<file path="src/rtl/cpu_pkg.sv">
`default_nettype none
// ============================================================================
//  Module      : cpu_pkg
//  Description : Shared fetch-stage constants: boot/exception vectors,
//                sequencer state codes, exception cause codes and a small
//                alignment helper.
//  Revision    : 1.0  initial release
// ============================================================================
package cpu_pkg;

    // Boot address; the PC register resets to the same value.
    localparam logic [31:0] c_RESET_VEC   = 32'h0040_0000;
    // Exception handler entry address.
    localparam logic [31:0] c_EXC_VEC     = 32'h8000_0180;

    // Sequencer state codes (also visible on the debug port).
    localparam logic [1:0]  c_ST_BOOT     = 2'd0;
    localparam logic [1:0]  c_ST_RUN      = 2'd1;
    localparam logic [1:0]  c_ST_DRAIN    = 2'd2;
    localparam logic [1:0]  c_ST_VECTOR   = 2'd3;

    // Exception cause codes.
    localparam logic [1:0]  c_CAUSE_NONE  = 2'b00;
    localparam logic [1:0]  c_CAUSE_EXT   = 2'b01;
    localparam logic [1:0]  c_CAUSE_BR    = 2'b10;
    localparam logic [1:0]  c_CAUSE_JMP   = 2'b11;

    // A control-flow target is only legal on a word boundary.
    function automatic logic misaligned(input logic [31:0] addr);
        return addr[1:0] != 2'b00;
    endfunction

endpackage : cpu_pkg
`default_nettype wire

</file>
<file path="src/rtl/pc_next_mux.sv">
`default_nettype none
// ============================================================================
//  Module      : pc_next_mux
//  Description : Fixed-priority next-PC selector for the RUN state. Produces
//                the PC register input, its hold control and the IF/ID
//                flush strobes from already-decoded requests.
//  Revision    : 1.0  initial release
// ============================================================================
module pc_next_mux (
    input  logic        i_trap,
    input  logic        i_eret,
    input  logic        i_br,
    input  logic        i_jmp,
    input  logic        i_stall,
    input  logic [31:0] i_pc_cur,
    input  logic [31:0] i_epc,
    input  logic [31:0] i_br_target,
    input  logic [31:0] i_jmp_target,
    output logic [31:0] o_next_pc,
    output logic        o_pc_hold,
    output logic        o_flush_if,
    output logic        o_flush_id
);

    // Priority select: trap > eret > branch > jump > stall > sequential.
    // Redirects sit above stall so a stalled ID instruction gets squashed.
    always_comb begin
        o_next_pc  = i_pc_cur + 32'd4;   // wraps modulo 2^32, no trap
        o_pc_hold  = 1'b0;
        o_flush_if = 1'b0;
        o_flush_id = 1'b0;
        if (i_trap) begin
            o_next_pc  = i_pc_cur;
            o_pc_hold  = 1'b1;
            o_flush_if = 1'b1;
            o_flush_id = 1'b1;
        end else if (i_eret) begin
            o_next_pc  = i_epc;
            o_flush_if = 1'b1;
        end else if (i_br) begin
            o_next_pc  = i_br_target;
            o_flush_if = 1'b1;
            o_flush_id = 1'b1;
        end else if (i_jmp) begin
            o_next_pc  = i_jmp_target;
            o_flush_if = 1'b1;
        end else if (i_stall) begin
            o_next_pc  = i_pc_cur;
            o_pc_hold  = 1'b1;
        end
    end

endmodule : pc_next_mux
`default_nettype wire

</file>
<file path="src/rtl/pc_seq_ctrl.sv">
`default_nettype none
// ============================================================================
//  Module      : pc_seq_ctrl
//  Description : Next-PC sequencing controller for the fetch stage. Runs a
//                BOOT/RUN/DRAIN/VECTOR sequencer, captures EPC and cause on
//                exception entry and drives the PC register input, hold and
//                IF/ID flush strobes.
//  Revision    : 1.0  initial release
// ============================================================================
module pc_seq_ctrl
    import cpu_pkg::*;
#(
    parameter logic [31:0] RESET_VEC    = c_RESET_VEC,
    parameter logic [31:0] EXC_VEC      = c_EXC_VEC,
    parameter int unsigned DRAIN_CYCLES = 2          // legal range 1..15
) (
    input  logic        clk,
    input  logic        reset,
    input  logic [31:0] pc_cur,
    input  logic        stall_req,
    input  logic        br_valid,
    input  logic [31:0] br_target,
    input  logic        jmp_valid,
    input  logic [31:0] jmp_target,
    input  logic        exc_req,
    input  logic        eret_valid,
    output logic [31:0] next_pc,
    output logic        pc_hold,
    output logic        flush_if,
    output logic        flush_id,
    output logic        exc_taken,
    output logic [31:0] epc,
    output logic [1:0]  cause,
    output logic [1:0]  state
);

    // Drain counter counts down to zero, so it is loaded with one less than
    // the number of hold cycles wanted.
    localparam logic [3:0] c_DRAIN_LOAD = 4'(DRAIN_CYCLES - 1);

    logic [1:0]  r_state,     w_state_nxt;
    logic [3:0]  r_cnt,       w_cnt_nxt;
    logic [31:0] r_epc,       w_epc_nxt;
    logic [1:0]  r_cause,     w_cause_nxt;
    logic        r_exc_taken, w_exc_taken_nxt;

    logic        w_br_mis;
    logic        w_jmp_mis;
    logic        w_trap;
    logic [31:0] w_mux_next_pc;
    logic        w_mux_pc_hold;
    logic        w_mux_flush_if;
    logic        w_mux_flush_id;

    // A misaligned redirect target traps instead of being followed.
    assign w_br_mis  = br_valid  & misaligned(br_target);
    assign w_jmp_mis = jmp_valid & misaligned(jmp_target);
    assign w_trap    = exc_req | w_br_mis | w_jmp_mis;

    pc_next_mux u_pc_next_mux (
        .i_trap       (w_trap),
        .i_eret       (eret_valid),
        .i_br         (br_valid),
        .i_jmp        (jmp_valid),
        .i_stall      (stall_req),
        .i_pc_cur     (pc_cur),
        .i_epc        (r_epc),
        .i_br_target  (br_target),
        .i_jmp_target (jmp_target),
        .o_next_pc    (w_mux_next_pc),
        .o_pc_hold    (w_mux_pc_hold),
        .o_flush_if   (w_mux_flush_if),
        .o_flush_id   (w_mux_flush_id)
    );

    // Per-state output steering; only RUN consults the request mux.
    always_comb begin
        next_pc  = RESET_VEC;
        pc_hold  = 1'b1;
        flush_if = 1'b1;
        flush_id = 1'b1;
        case (r_state)
            c_ST_RUN: begin
                next_pc  = w_mux_next_pc;
                pc_hold  = w_mux_pc_hold;
                flush_if = w_mux_flush_if;
                flush_id = w_mux_flush_id;
            end
            c_ST_DRAIN: begin
                next_pc  = pc_cur;
            end
            c_ST_VECTOR: begin
                next_pc  = EXC_VEC;
                pc_hold  = 1'b0;
                flush_id = 1'b0;
            end
            default: begin
                next_pc  = RESET_VEC;
            end
        endcase
    end

    // Next-state logic: sequencer, drain counter and EPC/cause capture.
    always_comb begin
        w_state_nxt = r_state;
        w_cnt_nxt   = r_cnt;
        w_epc_nxt   = r_epc;
        w_cause_nxt = r_cause;
        case (r_state)
            c_ST_BOOT: begin
                w_state_nxt = c_ST_RUN;
            end
            c_ST_RUN: begin
                if (w_trap) begin
                    w_epc_nxt   = pc_cur;
                    w_cnt_nxt   = c_DRAIN_LOAD;
                    w_state_nxt = c_ST_DRAIN;
                    if (exc_req) begin
                        w_cause_nxt = c_CAUSE_EXT;
                    end else if (w_br_mis) begin
                        w_cause_nxt = c_CAUSE_BR;
                    end else begin
                        w_cause_nxt = c_CAUSE_JMP;
                    end
                end else if (eret_valid) begin
                    w_cause_nxt = c_CAUSE_NONE;
                end
            end
            c_ST_DRAIN: begin
                // Every request input is ignored while draining.
                if (r_cnt == 4'd0) begin
                    w_state_nxt = c_ST_VECTOR;
                end else begin
                    w_cnt_nxt   = r_cnt - 4'd1;
                end
            end
            default: begin
                w_state_nxt = c_ST_RUN;
            end
        endcase
        w_exc_taken_nxt = (w_state_nxt == c_ST_VECTOR);
    end

    // State registers; reset acts immediately, even mid-drain.
    always_ff @(posedge clk or posedge reset) begin
        if (reset) begin
            r_state     <= c_ST_BOOT;
            r_cnt       <= 4'd0;
            r_epc       <= RESET_VEC;
            r_cause     <= c_CAUSE_NONE;
            r_exc_taken <= 1'b0;
        end else begin
            r_state     <= w_state_nxt;
            r_cnt       <= w_cnt_nxt;
            r_epc       <= w_epc_nxt;
            r_cause     <= w_cause_nxt;
            r_exc_taken <= w_exc_taken_nxt;
        end
    end

    assign exc_taken = r_exc_taken;
    assign epc       = r_epc;
    assign cause     = r_cause;
    assign state     = r_state;

endmodule : pc_seq_ctrl
`default_nettype wire

</file>
<file path="config.mk">
export PLATFORM = sky130hd
export DESIGN_NAME = pc_seq_ctrl
export DESIGN_NICKNAME = d
export VERILOG_FILES = /design/src/rtl/cpu_pkg.sv /design/src/rtl/pc_next_mux.sv /design/src/rtl/pc_seq_ctrl.sv
export SDC_FILE = /design/constraint.sdc
export NUM_CORES = 1
export LEC_CHECK = 0
export BUFFER_PORTS_ARGS = -buffer_cell sky130_fd_sc_hd__buf_2
export CAP_MARGIN = 5
export CORE_MARGIN = 3
export CORE_UTILIZATION = 50
export CTS_CLUSTER_DIAMETER = 200
export DETAILED_ROUTE_END_ITERATION = 7
export PLACE_DENSITY = 0.9
export SLEW_MARGIN = 20
export SYNTH_ARGS = -nofsm -noshare
export SYNTH_HDL_FRONTEND = slang
export SYNTH_SLANG_ARGS = --single-unit
</file>
<file path="constraint.sdc">
create_clock -name clk -period 3.7 [get_ports clk]
set_clock_uncertainty 0.2 [all_clocks]
set_input_delay 0 -clock clk [delete_from_list [all_inputs] [get_ports clk]]
set_output_delay 0 -clock clk [all_outputs]
set_load 0.01 [all_outputs]
</file>
### Word-level counts from Yosys, hierarchy flattened

Cells that the tools add are included.

* register bits: 41
* bits in latches: 0
* bits in writable memories: 0
* memory bits (read-only): 0
* bits of input ports: 103
* output and inout bits: 72
* logic and storage cells: 56
* memories kept: 0

* add/subtract/negate cells: 2
* $mul: 0
* divide/modulo/power cells: 0
* $lt $le $gt $ge: 0
* eq/ne operators: 6
* shift operators: 0
* multiplexer cells: 31
* bitwise operators: 4
* reductions and logical operators: 8

Operator list (number)
* 32-bit 2-to-1 mux: 5
* 32-bit one-hot mux with 3 select lines: 1
* 32-bit by 3-bit adder with 32-bit output, second input constant: 1
* 1-bit 2-to-1 mux: 14
* 2-bit 2-to-1 mux: 5
* 4-bit 2-to-1 mux: 2
* 4-bit one-hot mux with 2 select lines: 1
* 2-bit nonzero test: 4
* 2-bit equality test, second input constant: 3
* 4-bit logical NOT: 1
* 1-bit one-hot mux with 2 select lines: 2
* 2-bit one-hot mux with 2 select lines: 1
* 2-bit AND reduction: 2
* 4-bit by 1-bit subtractor with 4-bit output, second input constant: 1
* 3-bit AND reduction: 1
* 1-bit AND: 2
* 2-bit by 1-bit equality test with 1-bit output, second input constant: 1
* 2-bit by 1-bit != test with 1-bit output, second input constant: 1
* 2-bit != test, second input constant: 1
* 1-bit OR: 2

### Logic depth before layout (Yosys ltp)

Gate-level depths: netlist (run 1).

* depth after elaboration: 7
* mapped depth: 10
* depth with buffers taken out: 7

### Hierarchy

A second synthesis (run 1) with hierarchy kept.

* cell total of the unflattened synthesis: 518
* area, all modules: 4147.7 µm²

By module, submodules not included
* pc_seq_ctrl: instances 1, cells an instance 209, area each 2215.9 µm², seq. area each 1027.2 µm²
* pc_next_mux: instances 1, cells an instance 309, area each 1931.9 µm², seq. area each 0.0 µm²

### Worst setup path before layout (run 1)

OpenSTA, ideal clock, no wires.

* path type: reg-to-output
* start point: reg r_state[1] (netlist: state[1])
* end point: out next_pc[20]
* arrival: 2.259 ns
* data required time: 3.500 ns
* slack: 1.241 ns
* stages on the path, launching flop included: 11
* buffers on the path: 3
* path through: dfrtp_1 > inv_1 > ha_1 > buf_2 > nor2b_1 > nand3_1 > nor2_1 > buf_2 > buf_2 > nand3_1 > o21ai_0

* word-level cells in the longest chain between the ends: 2
* elaborated cells on any way between the ends: 4
* classes of those cells: eq/ne: 3; mux: 1

RTL lines
* from (decl): RTL line pc_seq_ctrl.sv:41 `logic [1:0] r_state, w_state_nxt;`
* from (signal assigned): RTL line pc_seq_ctrl.sv:147 `r_state <= c_ST_BOOT;`
* from (signal assigned): RTL line pc_seq_ctrl.sv:153 `r_state <= w_state_nxt;`
* 2-bit equality test / 2-bit by 1-bit equality test with 1-bit output (equally long branches): RTL line pc_seq_ctrl.sv:82 `case (r_state)`
* 32-bit one-hot mux with 3 select lines (*): RTL line pc_seq_ctrl.sv:82
* to (decl): RTL line pc_seq_ctrl.sv:27 `output logic [31:0] next_pc,`

Every way passes the cells marked *; elsewhere a longest branch is shown, timed or not.

### Worst setup path in the final report (run 1)

* start point: reg r_state[1] (netlist: state[1])
* end point: out next_pc[16]

The elaborated chain is that of the path after synthesis.

==> results.yml, run 1 <==
sta:
  timing.fmax_mhz: 299
  hold_viol: 0
  worstMarginPinSlew_ns: 0.868
  finalMaxSlewViolations: 0
  period_needed_ns: 3.34
  fin_ws_ns: 0.356
  rsz0062_at_grt: "false"
  fin_crit_sh_pct: 90.4
  fin_tns_setup_ns: 0
  slew_headroom_pct: 41.9
  setup_violations: 0
routing:
  viasPerCell: 6.39
  drc: 0
  drtPass1Iterations: 5
  wirelength_um: 14400
  ant_nets: 0
  vias: 4604
  drt_iter0_markers: 453
  wl_per_cell_um: 20.0
placed_design:
  dpl.hpwl_um: 9900
  place_ws_ns: 0.772
  placement.io_buffers: 174
  place_congestion: 0.917
  dpl_cell_area_um2: 4640
synthesis:
  synth_edf_count: 0
  synth_seq_area_share_pct: 27.9
  synthTopCellsByArea: "dfrtp_1, mux2_2, a221o_1"
  synth_top_area_share_pct: 27.1
  synth_area_leader_cell: "dfrtp_1"
  synth_seq_cells: 41
  synth_warnings: 0
  yosysMostFrequentCell: "dfrtp_1"
  async_reset_ff_share_pct: 100
  synth_common_cells: "dfrtp_1, mux2_2, nand2_1"
  syn_inst: 427
  synthFlopType: "dfrtp_1"
  syn-num-nets: 538
  syn-cell-area_um2: 3690
  syn_avg_cell_area_um2: 8.64
  synth_cell_types: 67
power:
  pwr-share-comb_pct: 62.8
  p_seq_share_pct: 27.1
  swShare_pct: 45.2
  power_density_nw_per_um2: 615
  leakage_nw: 2.28
  ir_drop_mv: 0.424
  internal_power_mw: 1.71
  p_switching_mw: 1.41
  pwr-share-clk_pct: 10.1
worst_setup_path:
  crit_buf_inv: 3
  r2r_cells: 6
  path_max_fanout: 16
  slowest_delay_ns: 0.45
  crit_chain: "inv_1 > ha_1 > nor2b_1 > nand3_1 > nor2_1 > buf_4 > o21ai_0 > o21ai_0 > buf_2"
  critical-path-top-delay-family: "simple AND/OR/NAND/NOR gates"
  worst_ep_arrival_time_ns: 3.14
  required_ns: 3.50
  crit_path_end_kind: "output port"
  start_kind: "flip-flop"
  cp_common_cell: "o21ai_0"
  critical_path_depth: 9
  cpMaxStageDelayCell: "nor2b_1"
  worstSetupPathType: "flip-flop to output port"
grt:
  grt_pass1_vias: 4722
  grt_pass1_wl_um: 22900
  grt_remaining_overflow: 0
  grt_max_degree: 53
  track_usage_pct: 33.5
  antenna_found_initial: 0
clocking:
  cts-htree-levels: 2
  numCtsBuffers: 5
  cts_tree: "done"
  cts.sinks: 41
  cts_buffer_depth: 2
  clk_latency_ns: 0.29
  cts.clk_slew.worst_paths_ns: 0.08
  cts_post_setup_buffers_inserted: 0
  clock_tree.root_cell: "clkbuf_8"
finish:
  finish.utilization_pct: 72.8
  final_nets: 734
  antennaDiodeCount: 0
  syn2layout_area_growth_pct: 37.8
  finalInstanceArea_um2: 5080
  layout-drive-gt1-share_pct: 38.1
floorplanning:
  fp.dieW_um: 91.9
  start_util_pct: 52.8
  rows: 30
  die_h_um: 91.9
  die_area_um2: 8440
  ios: 175
  coreArea_um2: 6980
job:
  maxCapViolations: 0
worst_hold_path:
  hold_class: "primary input to flip-flop"
  holdPathStages: 5
run_status:
  outcome: "completed"
## per-stage QoR
step	hold slack (ns)	power (mW)	std cells
3_5_place_dp	-0.0357	2.74	677
6_report	0.0118	3.13	720
5_1_grt	0.0452	3.32	720
3_3_place_gp	-0.0444	2.68	677
2_1_floorplan	-0.118	1.99	427
4_1_cts	0.0117	3.09	720
## power groups by stage
stage	sequential (mW)	clock (mW)	combinational, mW
after global placement	0.830	0	1.85
final	0.848	0.316	1.96
after floorplan	0.916	0	1.07
after global routing	0.876	0.338	2.11
after detailed placement	0.846	0	1.89
after CTS	0.840	0.320	1.93
## flip-flops by register name (all words and copies together), names as in the netlist
name       flops
epc           32
cause          2
state          2
r_cnt          4
exc_taken      1
## metal layers
layer  vias up  track usage [%]  share of wire (%)
met4         0             16.6                4.4
met1      2178             41.6                 39
met2       315             56.2                 48
met3        65             5.33                8.4
li1       2046                -                  -
met5         -                0                  0
## path summary, 6_finish.rpt
check | endpoint | slack (ns) | startpoint
min in group asynchronous | epc[21]$_DFFE_PP0P_ | 0.17 | reset
worst max register to register | exc_taken$_DFF_PP0_ | 1.11 | state[1]$_DFF_PP0_
worst min register to register | epc[5]$_DFFE_PP0P_ | 0.32 | epc[5]$_DFFE_PP0P_
worst max-delay path | next_pc[16] | 0.36 | state[1]$_DFF_PP0_
max in group asynchronous | epc[22]$_DFFE_PP1P_ | 2.74 | reset
worst min-delay path | cause[0]$_DFFE_PP0P_ | 0.01 | jmp_target[0]
## cell families (layout without fill, tap and decap cells)
family	after synthesis	after routing	share of synthesized area, %
AND/OR/NAND/NOR	134	134	20.3
XOR/XNOR	19	19	4.51
multiplexers	36	36	10.9
buffers and inverters	44	241	4.82
flip-flops	41	41	27.9
AO/OA/AOI/OAI	145	145	28.9
adder cells (fa/ha/maj)	8	8	2.71
## layout by cell type (no fill, tap or decap), drive strengths merged, types with 15 or more instances in the layout
master,netlist,routed
buf,10,184
dlygate4sd3,0,35
mux2,32,32
nand2,31,31
nand3,15,15
nor2,19,19
dfrtp,40,40
o21ai,27,27
a21oi,24,24
nand2b,19,19
## tightest hold or removal path, cell delays in order
cell and delay, ns:
buf_2 0.13, nor2_1 0.10, nor2_1 0.04, a21oi_1 0.11, o22ai_1 0.09
## area by class of cell
cell class,count,area [µm²]
clock buffer,8,90.1
sequential,41,1030
inverter,14,52.6
tap,96,120
fill,565,1900
timing repair buffer,219,1300
multi-input combinational,342,2490
## repair_timing
item / CTS / global route
gates resized for setup: 0 / 1
setup endpoints to repair: 0 / 1
hold buffers: 35 / 0
endpoints found under the hold margin: 74 / 0
(Power assumes the default switching activity.)
==> run 2: changes to the inputs <==
- REMOVE_ABC_BUFFERS: unset -> 1
==> run 2 against run 1 <==
Sequential share of layout area hardly changed. Clock-buffer cell count down 1. Total power increased by 0.58%. Global-route usage shrank 0.21 points. Combinational power about the same. Via count down 0.17%. Routed wire length rose by 0.73%. Largest power group unchanged. Register-to-register slack got worse by 0.18 ns. Clock power rose by 7.9%.
==> results.yml, run 2 (synthesized netlist as in run 1, its figures left out) <==
routing:
  wirelength_um: 14500
  vias: 4596
  viasPerCell: 6.38
  drc: 0
  ant_nets: 0
  drtPass1Iterations: 5
  drt_iter0_markers: 322
  wl_per_cell_um: 20.1
worst_setup_path:
  r2r_cells: 7
  cp_common_cell: "inv_1"
  worst_ep_arrival_time_ns: 3.02
  crit_chain: "inv_1 > ha_1 > inv_1 > o2111ai_2 > and2_0 > o21ai_0 > o311ai_0 > buf_2"
  cpMaxStageDelayCell: "and2_0"
  required_ns: 3.50
  crit_path_end_kind: "output port"
  slowest_delay_ns: 0.73
  start_kind: "flip-flop"
  worstSetupPathType: "flip-flop to output port"
  path_max_fanout: 14
finish:
  finish.utilization_pct: 72.9
  seq_area_um2: 1030
  syn2layout_area_growth_pct: 38.0
  layout-drive-gt1-share_pct: 38.5
  final_nets: 734
  nFillCells: 534
  final_cell_mix: "buf_2, dfrtp_1, dlygate4sd3_1"
  multi_input_area_um2: 2490
  antennaDiodeCount: 0
  largest_register_ffs: 32
  layout_commonest_cell: "buf_2"
floorplanning:
  coreArea_um2: 6980
  die_area_um2: 8440
  ios: 175
  start_util_pct: 52.8
  fp.dieW_um: 91.9
  rows: 30
  die_h_um: 91.9
worst_hold_path:
  holdPathStages: 5
  hold_class: "primary input to flip-flop"
clocking:
  numCtsBuffers: 5
  clock_tree.root_cell: "clkbuf_8"
  cts_post_setup_buffers_inserted: 0
  cts.sinks: 41
  clk_latency_ns: 0.30
  cts_tree: "done"
  cts-htree-levels: 2
  cts.clk_slew.worst_paths_ns: 0.09
  hold_buffers: 34
  cts_buffer_depth: 2
  cts.repair.resized: 0
sta:
  slew_headroom_pct: 41.1
  rsz0062_at_grt: "false"
  finalMaxSlewViolations: 0
  worstMarginPinSlew_ns: 0.883
  period_needed_ns: 3.22
  fin_hold_ws_ns: 0.0234
  timing.fmax_mhz: 310
  setup_violations: 0
  fin_crit_sh_pct: 87.1
  hold_viol: 0
  fin_tns_setup_ns: 0
job:
  maxCapViolations: 0
placed_design:
  placement.io_buffers: 174
  dpl.hpwl_um: 9760
  place_congestion: 0.911
grt:
  grt_remaining_overflow: 0
  grt_pass1_vias: 4603
  track_usage_pct: 33.3
  grt_max_degree: 53
  antenna_found_initial: 0
  grt_pass1_wl_um: 22800
power:
  leakage_nw: 2.29
  power_density_nw_per_um2: 618
  ir_drop_mv: 0.382
run_status:
  outcome: "completed"
==> run 2: cell types whose count changed in the layout (fill, tap and decap cells not counted) <==
cell           previous run  this run
buf_4                    10        11
and3_2                    1         0
and3_1                    6         7
dlygate4sd3_1            35        34
clkbuf_8                  6         7
clkinv_2                  0         1
clkbuf_1                  2         0
==> run 2: path summary, 6_finish.rpt <==
kind	slack (ns)	startpoint	to
worst min-delay path	0.02	jmp_target[1]	cause[0]$_DFFE_PP0P_
min in group asynchronous	0.19	reset	epc[29]$_DFFE_PP0P_
worst max-delay path	0.48	state[1]$_DFF_PP0_	next_pc[26]
worst max register to register	0.93	state[1]$_DFF_PP0_	exc_taken$_DFF_PP0_
worst min register to register	0.32	epc[5]$_DFFE_PP0P_	epc[5]$_DFFE_PP0P_
max in group asynchronous	2.73	reset	cause[0]$_DFFE_PP0P_
==> run 2: worst max-delay path: cells and delay by family (launching register included) <==
family | cells | cell delay [ns]
buf+inv | 3 | 0.51
flops | 1 | 0.45
compound gates | 3 | 0.60
fa+ha+maj | 1 | 0.42
simple gates | 1 | 0.73
==> run 2: cell type report <==
| class | count | area share, % |
|---|---|---|
| repair buffers | 219 | 25.4 |
| well taps | 96 | 2.36 |
| flip-flops and latches | 41 | 20.2 |
| multi-input cells | 342 | 49.0 |
| inverters | 14 | 1.03 |
| clock buffers | 7 | 1.89 |
| clock inverters | 1 | 0.0984 |
==> run 2: stage by stage <==
stage / power [mW] / area (µm²) / setup WS [ns] / std cells
6_report: 3.14 / 5090 / 0.477 / 720
3_3_place_gp: 2.68 / 4650 / 0.995 / 678
4_1_cts: 3.12 / 5090 / 0.488 / 720
5_1_grt: 3.34 / 5090 / 0.277 / 720
3_5_place_dp: 2.75 / 4650 / 0.831 / 678
2_1_floorplan: 1.95 / 3560 / 0.974 / 397
==> run 2: power by group <==
| part | total [mW] | switching [mW] | internal, mW |
|---|---|---|---|
| clock network | 0.341 | 0.172 | 0.169 |
| logic | 1.95 | 1.07 | 0.880 |
| registers | 0.851 | 0.177 | 0.674 |
==> run 2: layer usage <==
layer	global-route usage, %	part of all wire (%)	wire length (µm)
met2	56.9	49	7110
met4	16.3	3.6	524
met5	0	0	0
met3	7.22	10	1450
met1	39.3	37	5420
